<file path="src/rtl/online_div_residue_seq.sv">
// Purpose: iteration sequencer for the online divider residue store (w_plus/w_minus).
// Latency: one CLEAR cycle, then NUM_DIGITS+ONLINE_DELAY RUN steps, then a one-cycle DONE pulse.
// Backpressure: digit_in_valid stalls RUN while operand digits are consumed; the pad phase self-steps.
module online_div_residue_seq #(
    parameter int NUM_DIGITS   = 32,
    parameter int ONLINE_DELAY = 3,
    parameter int ADDR_WIDTH   = 7,
    parameter int CNT_WIDTH    = 8
) (
    input  logic                  clk,
    input  logic                  asyn_reset,
    input  logic                  start,
    input  logic                  abort,
    input  logic                  digit_in_valid,
    output logic                  digit_in_ready,
    output logic                  pad_zero,
    output logic                  mem_clear,
    output logic                  mem_enable,
    output logic [ADDR_WIDTH-1:0] rd_addr,
    output logic [ADDR_WIDTH-1:0] wr_addr,
    output logic                  warmup,
    output logic                  q_valid,
    output logic [CNT_WIDTH-1:0]  q_idx,
    output logic                  busy,
    output logic                  done
);

    typedef enum logic [1:0] {
        S_IDLE  = 2'd0,
        S_CLEAR = 2'd1,
        S_RUN   = 2'd2,
        S_DONE  = 2'd3
    } state_t;

    // Iteration bounds held at counter width so every compare is width-matched.
    localparam logic [CNT_WIDTH-1:0] LP_ND   = CNT_WIDTH'(NUM_DIGITS);
    localparam logic [CNT_WIDTH-1:0] LP_OD   = CNT_WIDTH'(ONLINE_DELAY);
    localparam logic [CNT_WIDTH-1:0] LP_LAST = CNT_WIDTH'(NUM_DIGITS + ONLINE_DELAY - 1);
    localparam logic [CNT_WIDTH-1:0] LP_ONE  = CNT_WIDTH'(1);

    state_t                 r_state;
    logic [CNT_WIDTH-1:0]   r_j;

    state_t                 w_state_nxt;
    logic [CNT_WIDTH-1:0]   w_j_nxt;
    logic [CNT_WIDTH-1:0]   w_j_inc;
    logic                   w_operand_phase;
    logic                   w_warm_phase;
    logic                   w_last_step;
    logic                   w_fire;

    assign w_j_inc         = r_j + LP_ONE;
    assign w_operand_phase = (r_j < LP_ND);
    assign w_warm_phase    = (r_j < LP_OD);
    assign w_last_step     = (r_j == LP_LAST);
    // Operand steps wait for the handshake; pad steps feed zero digits and never stall.
    assign w_fire          = w_operand_phase ? digit_in_valid : 1'b1;

    // State and iteration counter; reset wins over every other request.
    always_ff @(posedge clk) begin
        if (asyn_reset) begin
            r_state <= S_IDLE;
            r_j     <= '0;
        end else begin
            r_state <= w_state_nxt;
            r_j     <= w_j_nxt;
        end
    end

    // Next-state/counter logic and per-state outputs; everything is zero unless a state drives it.
    always_comb begin
        w_state_nxt    = r_state;
        w_j_nxt        = r_j;
        digit_in_ready = 1'b0;
        pad_zero       = 1'b0;
        mem_clear      = 1'b0;
        mem_enable     = 1'b0;
        rd_addr        = '0;
        wr_addr        = '0;
        warmup         = 1'b0;
        q_valid        = 1'b0;
        q_idx          = '0;
        busy           = 1'b0;
        done           = 1'b0;

        unique case (r_state)
            S_IDLE: begin
                // start beats a simultaneous abort; abort alone is a no-op here.
                if (start) begin
                    w_state_nxt = S_CLEAR;
                    w_j_nxt     = '0;
                end
            end

            S_CLEAR: begin
                // Seed residue slot 0 with zero before the first iteration reads it.
                busy       = 1'b1;
                mem_clear  = 1'b1;
                mem_enable = 1'b1;
                if (abort) begin
                    w_state_nxt = S_IDLE;
                    w_j_nxt     = '0;
                end else begin
                    w_state_nxt = S_RUN;
                end
            end

            S_RUN: begin
                busy           = 1'b1;
                digit_in_ready = w_operand_phase;
                pad_zero       = !w_operand_phase;
                warmup         = w_warm_phase;
                mem_enable     = w_fire;
                // Step j reads the slot written by step j-1, keeping the residue chain contiguous.
                rd_addr        = ADDR_WIDTH'(r_j);
                wr_addr        = ADDR_WIDTH'(w_j_inc);
                q_valid        = w_fire && !w_warm_phase;
                q_idx          = q_valid ? (r_j - LP_OD) : '0;
                if (abort) begin
                    // Strobes above still reflect this cycle; the operation is dropped afterwards.
                    w_state_nxt = S_IDLE;
                    w_j_nxt     = '0;
                end else if (w_fire) begin
                    w_j_nxt = w_j_inc;
                    if (w_last_step) begin
                        w_state_nxt = S_DONE;
                    end
                end
            end

            S_DONE: begin
                busy        = 1'b1;
                done        = !abort;
                w_state_nxt = S_IDLE;
                w_j_nxt     = '0;
            end

            default: begin
                w_state_nxt = S_IDLE;
                w_j_nxt     = '0;
            end
        endcase
    end

endmodule

</file>
<file path="config.mk">
export PLATFORM = sky130hd
export DESIGN_NAME = online_div_residue_seq
export DESIGN_NICKNAME = d
export VERILOG_FILES = /design/src/rtl/online_div_residue_seq.sv
export SDC_FILE = /design/constraint.sdc
export NUM_CORES = 1
export LEC_CHECK = 0
export ABC_AREA = 1
export CAP_MARGIN = 0
export CORE_MARGIN = 5
export CORE_UTILIZATION = 49
export DETAILED_ROUTE_END_ITERATION = 8
export GPL_TIMING_DRIVEN = 0
export PLACE_DENSITY = 0.91
export SETUP_SLACK_MARGIN = 0.5
export SYNTH_ARGS = -nofsm -noshare
export SYNTH_HDL_FRONTEND = slang
export SYNTH_SLANG_ARGS = --single-unit
</file>
<file path="constraint.sdc">
create_clock -name clk -period 2.89 [get_ports clk]
set_input_delay 0.4335 -clock clk [delete_from_list [all_inputs] [get_ports clk]]
set_output_delay 0.4335 -clock clk [all_outputs]
set_load 0.05 [all_outputs]
</file>
==> reports/metrics.cfg, run 1 <==
[power]
leakage_uw = 0.000793
cellPowerDensity_mw_per_mm2 = 354
peakVddDrop_uv = 265

[floorplanning]
core_area_mm2 = 0.00215
rows = 17
dieArea_mm2 = 0.00322
die_h_um = 56.7
die_w_um = 56.7
io_pins = 35
start_util = 0.498

[hold_path]
hp-class = flip-flop to flip-flop
min_from = r_j[1]
hold_path_depth = 2
holdPathEnd = r_j[1]

[timing]
post-route-period-util = 0.798
fin_skew_ps = 5.92
setup_viol = 0
fmax_mhz = 434
slew_violations = 0
tns_ps = 0
fin_ws_ps = 584
slew_headroom = 0.657
worstMarginPinSlew_ps = 514
hold_viol = 0
rsz0062_at_grt = yes
fin_crit_ps = 2310

[place]
globalplace.congestion = 0.855
pre_cts_ws_ps = 179
io_buffers = 33
post-dp-hpwl_um = 2120
dp.cells = 233

[logic_synthesis]
synth-main-ff-cell = dfxtp_1
yosysWarnings = 0
synth-seq-area-share = 0.187
syn_avg_cell_area_um2 = 6.22
synth_top_area_cell = dfxtp_1
synth_edf_count = 0
synth_cell_types = 28
yosysTopAreaCellShare = 0.187
mappedNetlistArea_mm2 = 0.00107
synth_common_cells = nand2_1, nor2_1, inv_1
synthesis.nets = 184
syn_inst = 172
netlist_top_cells_area = dfxtp_1, nand2_1, nor2_1
synthArstFlopShare = 0
synth_most_common_cell = nand2_1
synth_seq_cells = 10

[finish]
instances_no_fill = 236
drive_gt1_frac = 0.260
antenna_cells = 0
final_nets = 222
syn2layout_area_growth_pct = 31.5
fillers = 206

[clock_network]
cts_resized = 70
clock-root-buffer = clkbuf_4
cts_tree = done
clock_latency_ps = 270
clk_pin_slew_ps = 70
cts_hold_repair.buffers = 0
numClockSinks = 10
cts_made_buffers = 3
clk_path_buf_depth = 2
cts.htree.levels = 1
cts_setup_buffers = 0

[route]
drc = 0
wirelength_um = 2650
drtPass1Iterations = 4
wl_per_cell_um = 11.2
via_per_inst = 4.75
drtIter0Drc = 18
ant_nets = 0
vias = 1121

[worst_setup_path]
regToRegSetupSlack_ps = 1350
worstReg2RegEnd = r_j[5]
reg2reg_depth = 9
crit_path_start_kind = flip-flop
setup.worst_path.class = flip-flop to output pin
regToRegStartpoint = r_state[0]
cp_data_required_time_ps = 2460
critPathMaxStageDelay_ps = 330
cp_slowest_cell = dfxtp_1
worst-path-max-fanout = 10
path_cells = inv_1 -> ha_1 -> buf_6 -> inv_4 -> clkbuf_4 -> nor3_1 -> buf_2
crit_path_end_kind = output pin
critPathArrivalTime_ps = 1870

[outcome]
outcome = complete, no violations

[grt]
grt_max_degree = 11
grt_usage = 0.172
grt_pass1_wl_um = 4350
grt_antenna_before_repair = 0
grt_overflow = 0
grt_pass1_vias = 988

[flow_run]
maxCapViolations = 0

[through the flow]
| stage | hold WS, ps | instance area [µm²] | power, µW | util |
|---|---|---|---|---|
| detailed placement | 540 | 1440 | 408 | 0.668 |
| global route | 567 | 1410 | 526 | 0.655 |
| CTS | 549 | 1470 | 499 | 0.683 |
| finish | 553 | 1410 | 497 | 0.655 |
| global placement | 527 | 1440 | 403 | 0.668 |
| floorplan | 501 | 1070 | 340 | - |
[kinds of logic (layout without fill, tap and decap cells)]
group	count (synthesis)	in the layout	share of synthesized area
adders and majority gates	7	7	0.0819
buffers and inverters	40	76	0.166
xor gates and xnor gates	4	4	0.0327
and+or+nand+nor	95	95	0.440
DFF	10	10	0.187
AOI/OAI and AO/OA	16	16	0.0924
[routing by layer]
| layer | vias up | wire (µm) | global-route usage |
|---|---|---|---|
| li1 | 590 | - | - |
| met1 | 501 | 1230 | 0.223 |
| met2 | 25 | 1250 | 0.272 |
| met3 | 5 | 117 | 0.0322 |
| met4 | 0 | 51 | 0.0780 |
| met5 | - | 0 | 0 |
[flip-flops by register name (all words and copies together) (netlist names)]
| name | cells |
|---|---|
| r_j | 8 |
| r_state | 2 |
[critical path: cells and delay by family (launching register included)]
kind	cells	cell delay (ps)
adder cells (fa/ha/maj)	1	180
buffers and inverters	5	850
flip-flops	1	330
AND/OR/NAND/NOR	1	250
[placed cells by master, fill, tap and decap left out, types with 2 or more instances in the layout]
cell	Yosys	layout
nand3_1	5	5
nor2_2	2	3
clkdlybuf4s50_1	0	5
nand3_2	2	2
nand3_4	2	2
buf_6	2	2
ha_1	7	7
clkdlybuf4s15_2	0	6
buf_2	0	11
a21oi_2	4	4
clkbuf_4	0	5
nor3_1	4	4
o21ai_1	3	3
dfxtp_1	10	10
nand2_2	3	3
nor2_1	32	31
dlygate4sd2_1	0	8
xor2_1	4	4
a21oi_1	8	8
inv_2	6	6
nand2_1	40	40
inv_1	26	26
[final cells by class]
type	instances	area [µm²]	share of cell area
Buffer	5	41.3	0.0294
Clock buffer	3	22.5	0.0160
Multi-Input combinational cell	122	694	0.494
Inverter	35	140	0.0996
Tap cell	28	35.0	0.0249
Timing Repair Buffer	33	273	0.194
Sequential cell	10	200	0.142
[where the power goes]
| part | switching, µW | internal, µW | total [µW] |
|---|---|---|---|
| combinational | 174 | 71.9 | 246 |
| sequential | 6.78 | 145 | 151 |
| clock | 51.3 | 48.2 | 99.5 |
[how the worst max path moves through the flow]
stage	start	to	slack, ps
after floorplan	r_state[0]	wr_addr[2]	390
after global placement	digit_in_valid	q_idx[7]	200
after detailed placement	digit_in_valid	q_idx[7]	180
after CTS	r_state[0]	wr_addr[5]	440
after global routing	r_state[0]	wr_addr[5]	470
final	r_state[0]	wr_addr[5]	580
(Power assumes the default switching activity.)
==> run 2: changes to the inputs <==
--- a/config.mk
+++ b/config.mk
@@ -8,10 +8,10 @@
 export ABC_AREA = 1
 export CAP_MARGIN = 0
 export CORE_MARGIN = 5
-export CORE_UTILIZATION = 49
+export CORE_UTILIZATION = 41
 export DETAILED_ROUTE_END_ITERATION = 8
 export GPL_TIMING_DRIVEN = 0
-export PLACE_DENSITY = 0.91
+export PLACE_DENSITY = 0.81
 export SETUP_SLACK_MARGIN = 0.5
 export SYNTH_ARGS = -nofsm -noshare
 export SYNTH_HDL_FRONTEND = slang
==> constraint.sdc (replaced) <==
create_clock -name clk -period 2.05 [get_ports clk]
set_input_delay 0.3075 -clock clk [delete_from_list [all_inputs] [get_ports clk]]
set_output_delay 0.3075 -clock clk [all_outputs]
set_load 0.05 [all_outputs]
==> reports/metrics.cfg, run 2 (synthesized netlist as in run 1, its figures left out) <==
[outcome]
outcome = complete, no violations

[worst_setup_path]
regToRegSetupSlack_ps = 470  ; -880 ps
crit_end = warmup
critPathArrivalTime_ps = 1690  ; -180 ps
startpoint = r_j[0]
cp_data_required_time_ps = 1740  ; -720 ps
regToRegStartpoint = r_state[0]
setup.worst_path.class = flip-flop to output pin
crit_path_end_kind = output pin
crit_family = buffers and inverters
reg2reg_depth = 10  ; +1
worstReg2RegEnd = r_j[2]
path_cells = ha_4 -> nor2_4 -> nand2_2 -> inv_4 -> nand3_4 -> buf_4 -> buf_6 -> nor2_4 -> buf_6
critPathMaxStageDelay_ps = 380  ; +50 ps
crit_buf_inv = 4  ; -1
cp_slowest_cell = dfxtp_4
worst-path-max-fanout = 6  ; -4
crit_path_start_kind = flip-flop
crit_cells = 9  ; +2

[grt]
grt_pass1_vias = 1342  ; +36%
grt_pass1_wl_um = 5980  ; +37%
grt_antenna_before_repair = 0  ; unchanged
grt_usage = 0.214  ; +0.0415
grt_max_degree = 11  ; unchanged
grt_overflow = 0  ; unchanged

[power]
total_power_uw = 987  ; +98%
leakage_uw = 0.000992  ; +25%
p_sw_uw = 440  ; +90%
p_int_uw = 546  ; +110%
pwr-share-clk = 0.194  ; -0.006
swShare = 0.446  ; -0.0209
cellPowerDensity_mw_per_mm2 = 467  ; +32%
seq_power_share = 0.219  ; -0.086
comb_power_share = 0.587  ; +0.092
peakVddDrop_uv = 656  ; +150%

[finish]
instances_no_fill = 262  ; +11%
final_nets = 245  ; +10%
utilization = 0.853  ; +0.198
largest_reg_flops = 8  ; unchanged
multi_input_area_um2 = 992  ; +43%
reg_top3 = r_j x8, r_state x2
regArea_um2 = 214  ; +6.9%
syn2layout_area_growth_pct = 97.5
drive_gt1_frac = 0.625  ; +0.365
fillers = 142  ; -31%
design_area_mm2 = 0.00211  ; +50%
regMostFlops = r_j
antenna_cells = 0  ; unchanged
layout_common_cells = buf_6, nand2_1, inv_1

[place]
io_buffers = 33  ; unchanged
globalplace.congestion = 0.864  ; +1.1%
placed_cell_area_mm2 = 0.00164  ; +14%
post-dp-hpwl_um = 2360  ; +11%
pre_cts_ws_ps = -526  ; -705 ps
dp.cells = 235  ; +0.86%

[route]
drtPass1Iterations = 4  ; unchanged
vias = 1366  ; +22%
ant_nets = 0  ; unchanged
wl_per_cell_um = 15.1  ; +35%
via_per_inst = 5.21  ; +9.8%
drc = 0  ; unchanged
drtIter0Drc = 35  ; +17
wirelength_um = 3960  ; +49%

[timing]
worstMarginPinSlew_ps = 507  ; -7.21 ps
rsz0062_at_grt = yes
setup_viol = 0  ; unchanged
fmax_mhz = 501
slew_violations = 0  ; unchanged
fin_ws_ps = 55.0  ; -529 ps
fin_skew_ps = 14.9  ; +8.97 ps
slew_headroom = 0.662  ; +0.00537
post-route-period-util = 0.973
hold_viol = 0  ; unchanged
fin_crit_ps = 2000

[clock_network]
cts_hold_repair.buffers = 0  ; unchanged
cts_made_buffers = 3  ; unchanged
clock_latency_ps = 280  ; about the same
clk_path_buf_depth = 2  ; unchanged
cts.htree.levels = 1  ; unchanged
cts_tree = done
clk_pin_slew_ps = 90  ; +20 ps
numClockSinks = 10  ; unchanged
clock-root-buffer = clkbuf_4

[hold_path]
hp-class = input port to flip-flop

[floorplanning]
die_w_um = 61.1  ; +7.7%
start_util = 0.432  ; -0.0661
rows = 18  ; +1
io_pins = 35  ; unchanged
die_h_um = 61.1  ; +7.7%
core_area_mm2 = 0.00248  ; +15%
dieArea_mm2 = 0.00373  ; +16%

[flow_run]
maxCapViolations = 0  ; unchanged

run 2: cell count changes in the layout (fill, tap and decap cells not counted), moves of 6 or more:
cell             before  now
buf_2                11    1
nand2_2               3    9
inv_1                26   20
dlygate4sd2_1         8    0
buf_4                 1   15
ha_1                  7    1
nor2_1               31   15
buf_8                 0    9
clkdlybuf4s15_2       6    0
dfxtp_1              10    3
nor2_4                1   14
buf_6                 2   30
nand2_1              40   30
run 2: worst register-to-register path: cells and delay by family, from the launching register on:
kind | cells | cell delay, ps
compound gates | 1 | 160
fa+ha+maj | 1 | 160
buf+inv | 4 | 370
flops | 1 | 330
simple gates | 4 | 500
run 2: timing repair:
item	in CTS	in global routing
setup endpoints to repair	30	38
endpoints found under the hold margin	0	0
setup buffers	15	6
resized for setup	222	50
pin swaps	11	8
cloned	2	0
run 2: cell type report:
type,instances,share of cell area
multi-input combinational,122,0.470
timing repair buffer,56,0.288
tap,30,0.0178
buffer,5,0.0314
inverter,35,0.0752
clock buffer,4,0.0172
sequential,10,0.101
run 2: stage by stage:
step / hold WS (ps) / TNS (ps)
finish: 442 / 0
global route: 478 / -18.8
CTS: 450 / 0
detailed placement: 528 / -5910
global placement: 517 / -5590
floorplan: 492 / 0
run 2: metal layers:
layer	vias to the layer above	track usage	wire [µm]
met4	0	0.121	128
li1	643	-	-
met3	14	0.0335	286
met1	635	0.243	1540
met2	74	0.376	2010
met5	-	0	0
run 2: worst min-delay path by stage:
stage / from / endpoint / cells after the start
3_5_place_dp: r_state[0] / r_state[0] / 2
6_report: asyn_reset / r_j[5] / 2
5_1_grt: asyn_reset / r_j[6] / 2
3_3_place_gp: r_j[1] / r_j[1] / 2
4_1_cts: asyn_reset / r_j[4] / 2
2_1_floorplan: r_state[0] / r_state[0] / 2
run 2: power groups by stage:
stage	Sequential (µW)	Combinational, µW	Clock, µW
6_report	216	579	192
5_1_grt	217	614	205
4_1_cts	214	491	181
3_5_place_dp	218	411	0
3_3_place_gp	218	403	0
2_1_floorplan	216	316	0
==> run 3: changes to the inputs <==
--- a/config.mk
+++ b/config.mk
@@ -11,6 +11,7 @@
 export CORE_UTILIZATION = 41
 export DETAILED_ROUTE_END_ITERATION = 8
 export GPL_TIMING_DRIVEN = 0
+export MAX_ROUTING_LAYER = met4
 export PLACE_DENSITY = 0.81
 export SETUP_SLACK_MARGIN = 0.5
 export SYNTH_ARGS = -nofsm -noshare
==> reports/metrics.cfg, run 3 (synthesized netlist as in run 1, its figures left out) <==
[clock_network]
cts.htree.levels = 1  ; unchanged
clock_latency_ps = 280  ; about the same
clk_path_buf_depth = 2  ; unchanged
cts_made_buffers = 3  ; unchanged
clock-root-buffer = clkbuf_4
cts_tree = done
cts_hold_repair.buffers = 0  ; unchanged
clk_pin_slew_ps = 90  ; about the same
numClockSinks = 10  ; unchanged

[timing]
slew_violations = 0  ; unchanged
fin_ws_ps = 41.8  ; -13.2 ps
rsz0062_at_grt = yes
setup_viol = 0  ; unchanged
worstMarginPinSlew_ps = 514  ; +6.79 ps
fin_crit_ps = 2010  ; +13.2 ps
fin_skew_ps = 20.4  ; +5.48 ps
post-route-period-util = 0.980  ; +0.00642
tns_ps = 0  ; unchanged
hold_viol = 0  ; unchanged
fmax_mhz = 498  ; -0.65%
slew_headroom = 0.658  ; -0.00453
hold-worst-slack_ps = 443  ; +0.300 ps

[grt]
grtUsageMet3 = 0.0314  ; -0.00210
grt_overflow = 0  ; unchanged
globalRoute.busiestLayer = met2
grt_pass1_wl_um = 5990  ; +0.23%
grt_usage = 0.221  ; +0.00709
grt_antenna_before_repair = 0  ; unchanged
global_route.usage.met2 = 0.376  ; unchanged
grtUsageMet1 = 0.246  ; +0.00254
grt_max_degree = 11  ; unchanged
grt_pass1_vias = 1342  ; unchanged

[power]
cellPowerDensity_mw_per_mm2 = 467  ; about the same
peakVddDrop_uv = 658  ; +0.18%
total_power_uw = 986  ; about the same
leakage_uw = 0.000992  ; unchanged

[place]
io_buffers = 33  ; unchanged
placed_cell_area_mm2 = 0.00164  ; unchanged
globalplace.congestion = 0.878  ; +1.6%
post-dp-hpwl_um = 2360  ; unchanged
pre_cts_ws_ps = -526  ; unchanged

[route]
via_per_inst = 5.25  ; +0.66%
drtIter0Drc = 57  ; +63%
drc = 0  ; unchanged
wirelength_um = 3920  ; -0.99%
ant_nets = 0  ; unchanged
wl_per_cell_um = 15.0  ; -0.99%
vias = 1375  ; +0.66%
drtPass1Iterations = 4  ; unchanged

[floorplanning]
start_util = 0.432  ; unchanged
rows = 18  ; unchanged
die_h_um = 61.1  ; unchanged
io_pins = 35  ; unchanged
die_w_um = 61.1  ; unchanged
core_area_mm2 = 0.00248  ; unchanged
dieArea_mm2 = 0.00373  ; unchanged

[finish]
design_area_mm2 = 0.00211  ; unchanged
regArea_um2 = 214  ; unchanged
syn2layout_area_growth_pct = 97.5  ; unchanged
fillers = 142  ; unchanged
antenna_cells = 0  ; unchanged
largest_reg_flops = 8  ; unchanged
final_nets = 245  ; unchanged
reg_top3 = r_j x8, r_state x2
layout_common_cells = buf_6, nand2_1, inv_1
regMostFlops = r_j
multi_input_area_um2 = 992  ; unchanged
drive_gt1_frac = 0.625  ; unchanged

[outcome]
outcome = complete, no violations

[worst_setup_path]
worst-path-max-fanout = 6  ; unchanged
regToRegSetupSlack_ps = 490  ; +20 ps
setup.worst_path.class = flip-flop to output pin
crit_path_start_kind = flip-flop
cp_data_required_time_ps = 1740  ; about the same
reg2reg_depth = 10  ; unchanged
critPathArrivalTime_ps = 1700  ; about the same
crit_path_end_kind = output pin

[hold_path]
hold_path_depth = 2  ; unchanged
hp-class = input port to flip-flop

[flow_run]
maxCapViolations = 0  ; unchanged

## run 3: cell counts in the layout (fill, tap and decap cells not counted)
Identical to the previous run, type by type.
## run 3: what timing repair did
| action | in CTS | in global routing |
|---|---|---|
| endpoints found under the setup margin | 30 | 38 |
| setup buffers | 15 | 6 |
| gates resized for setup | 222 | 50 |
| pin swaps | 11 | 8 |
| cloned | 2 | 0 |
## run 3: cell type report
type                    instances  area share
well taps                      30      0.0178
multi-input cells             122       0.470
flip-flops and latches         10       0.101
clock buffers                   4      0.0172
repair buffers                 56       0.288
inverters                      35      0.0752
plain buffers                   5      0.0314
## run 3: routing by layer
metal,vias to the layer above,wire (µm)
met4,0,137
met5,-,0
met3,18,270
li1,642,-
met2,67,2020
met1,648,1490
## run 3: critical path, stage by stage, from the launching register on
cell and delay (ps):
dfxtp_4 380, ha_4 170, nor2_4 120, nand2_2 80, inv_4 80, nand3_4 80, buf_4 150, buf_6 110
nor2_4 70, buf_6 160
## run 3: power breakdown
part	switching (µW)	internal, µW	total [µW]	leakage, µW
clock network	84.2	108	192	0.0000210
logic	344	234	578	0.000887
registers	11.7	204	216	0.0000848
## run 3: metrics by stage
step,std cells,utilization
final,262,0.853
after global routing,262,0.853
after CTS,256,0.772
after detailed placement,235,0.662
after global placement,235,0.662
after floorplan,172,-
## run 3: worst paths after layout
check | startpoint | to
setup reg to reg | r_state[0] | r_j[2]
hold / removal | asyn_reset | r_j[5]
setup / recovery | r_j[0] | warmup
hold reg to reg | r_j[4] | r_j[4]
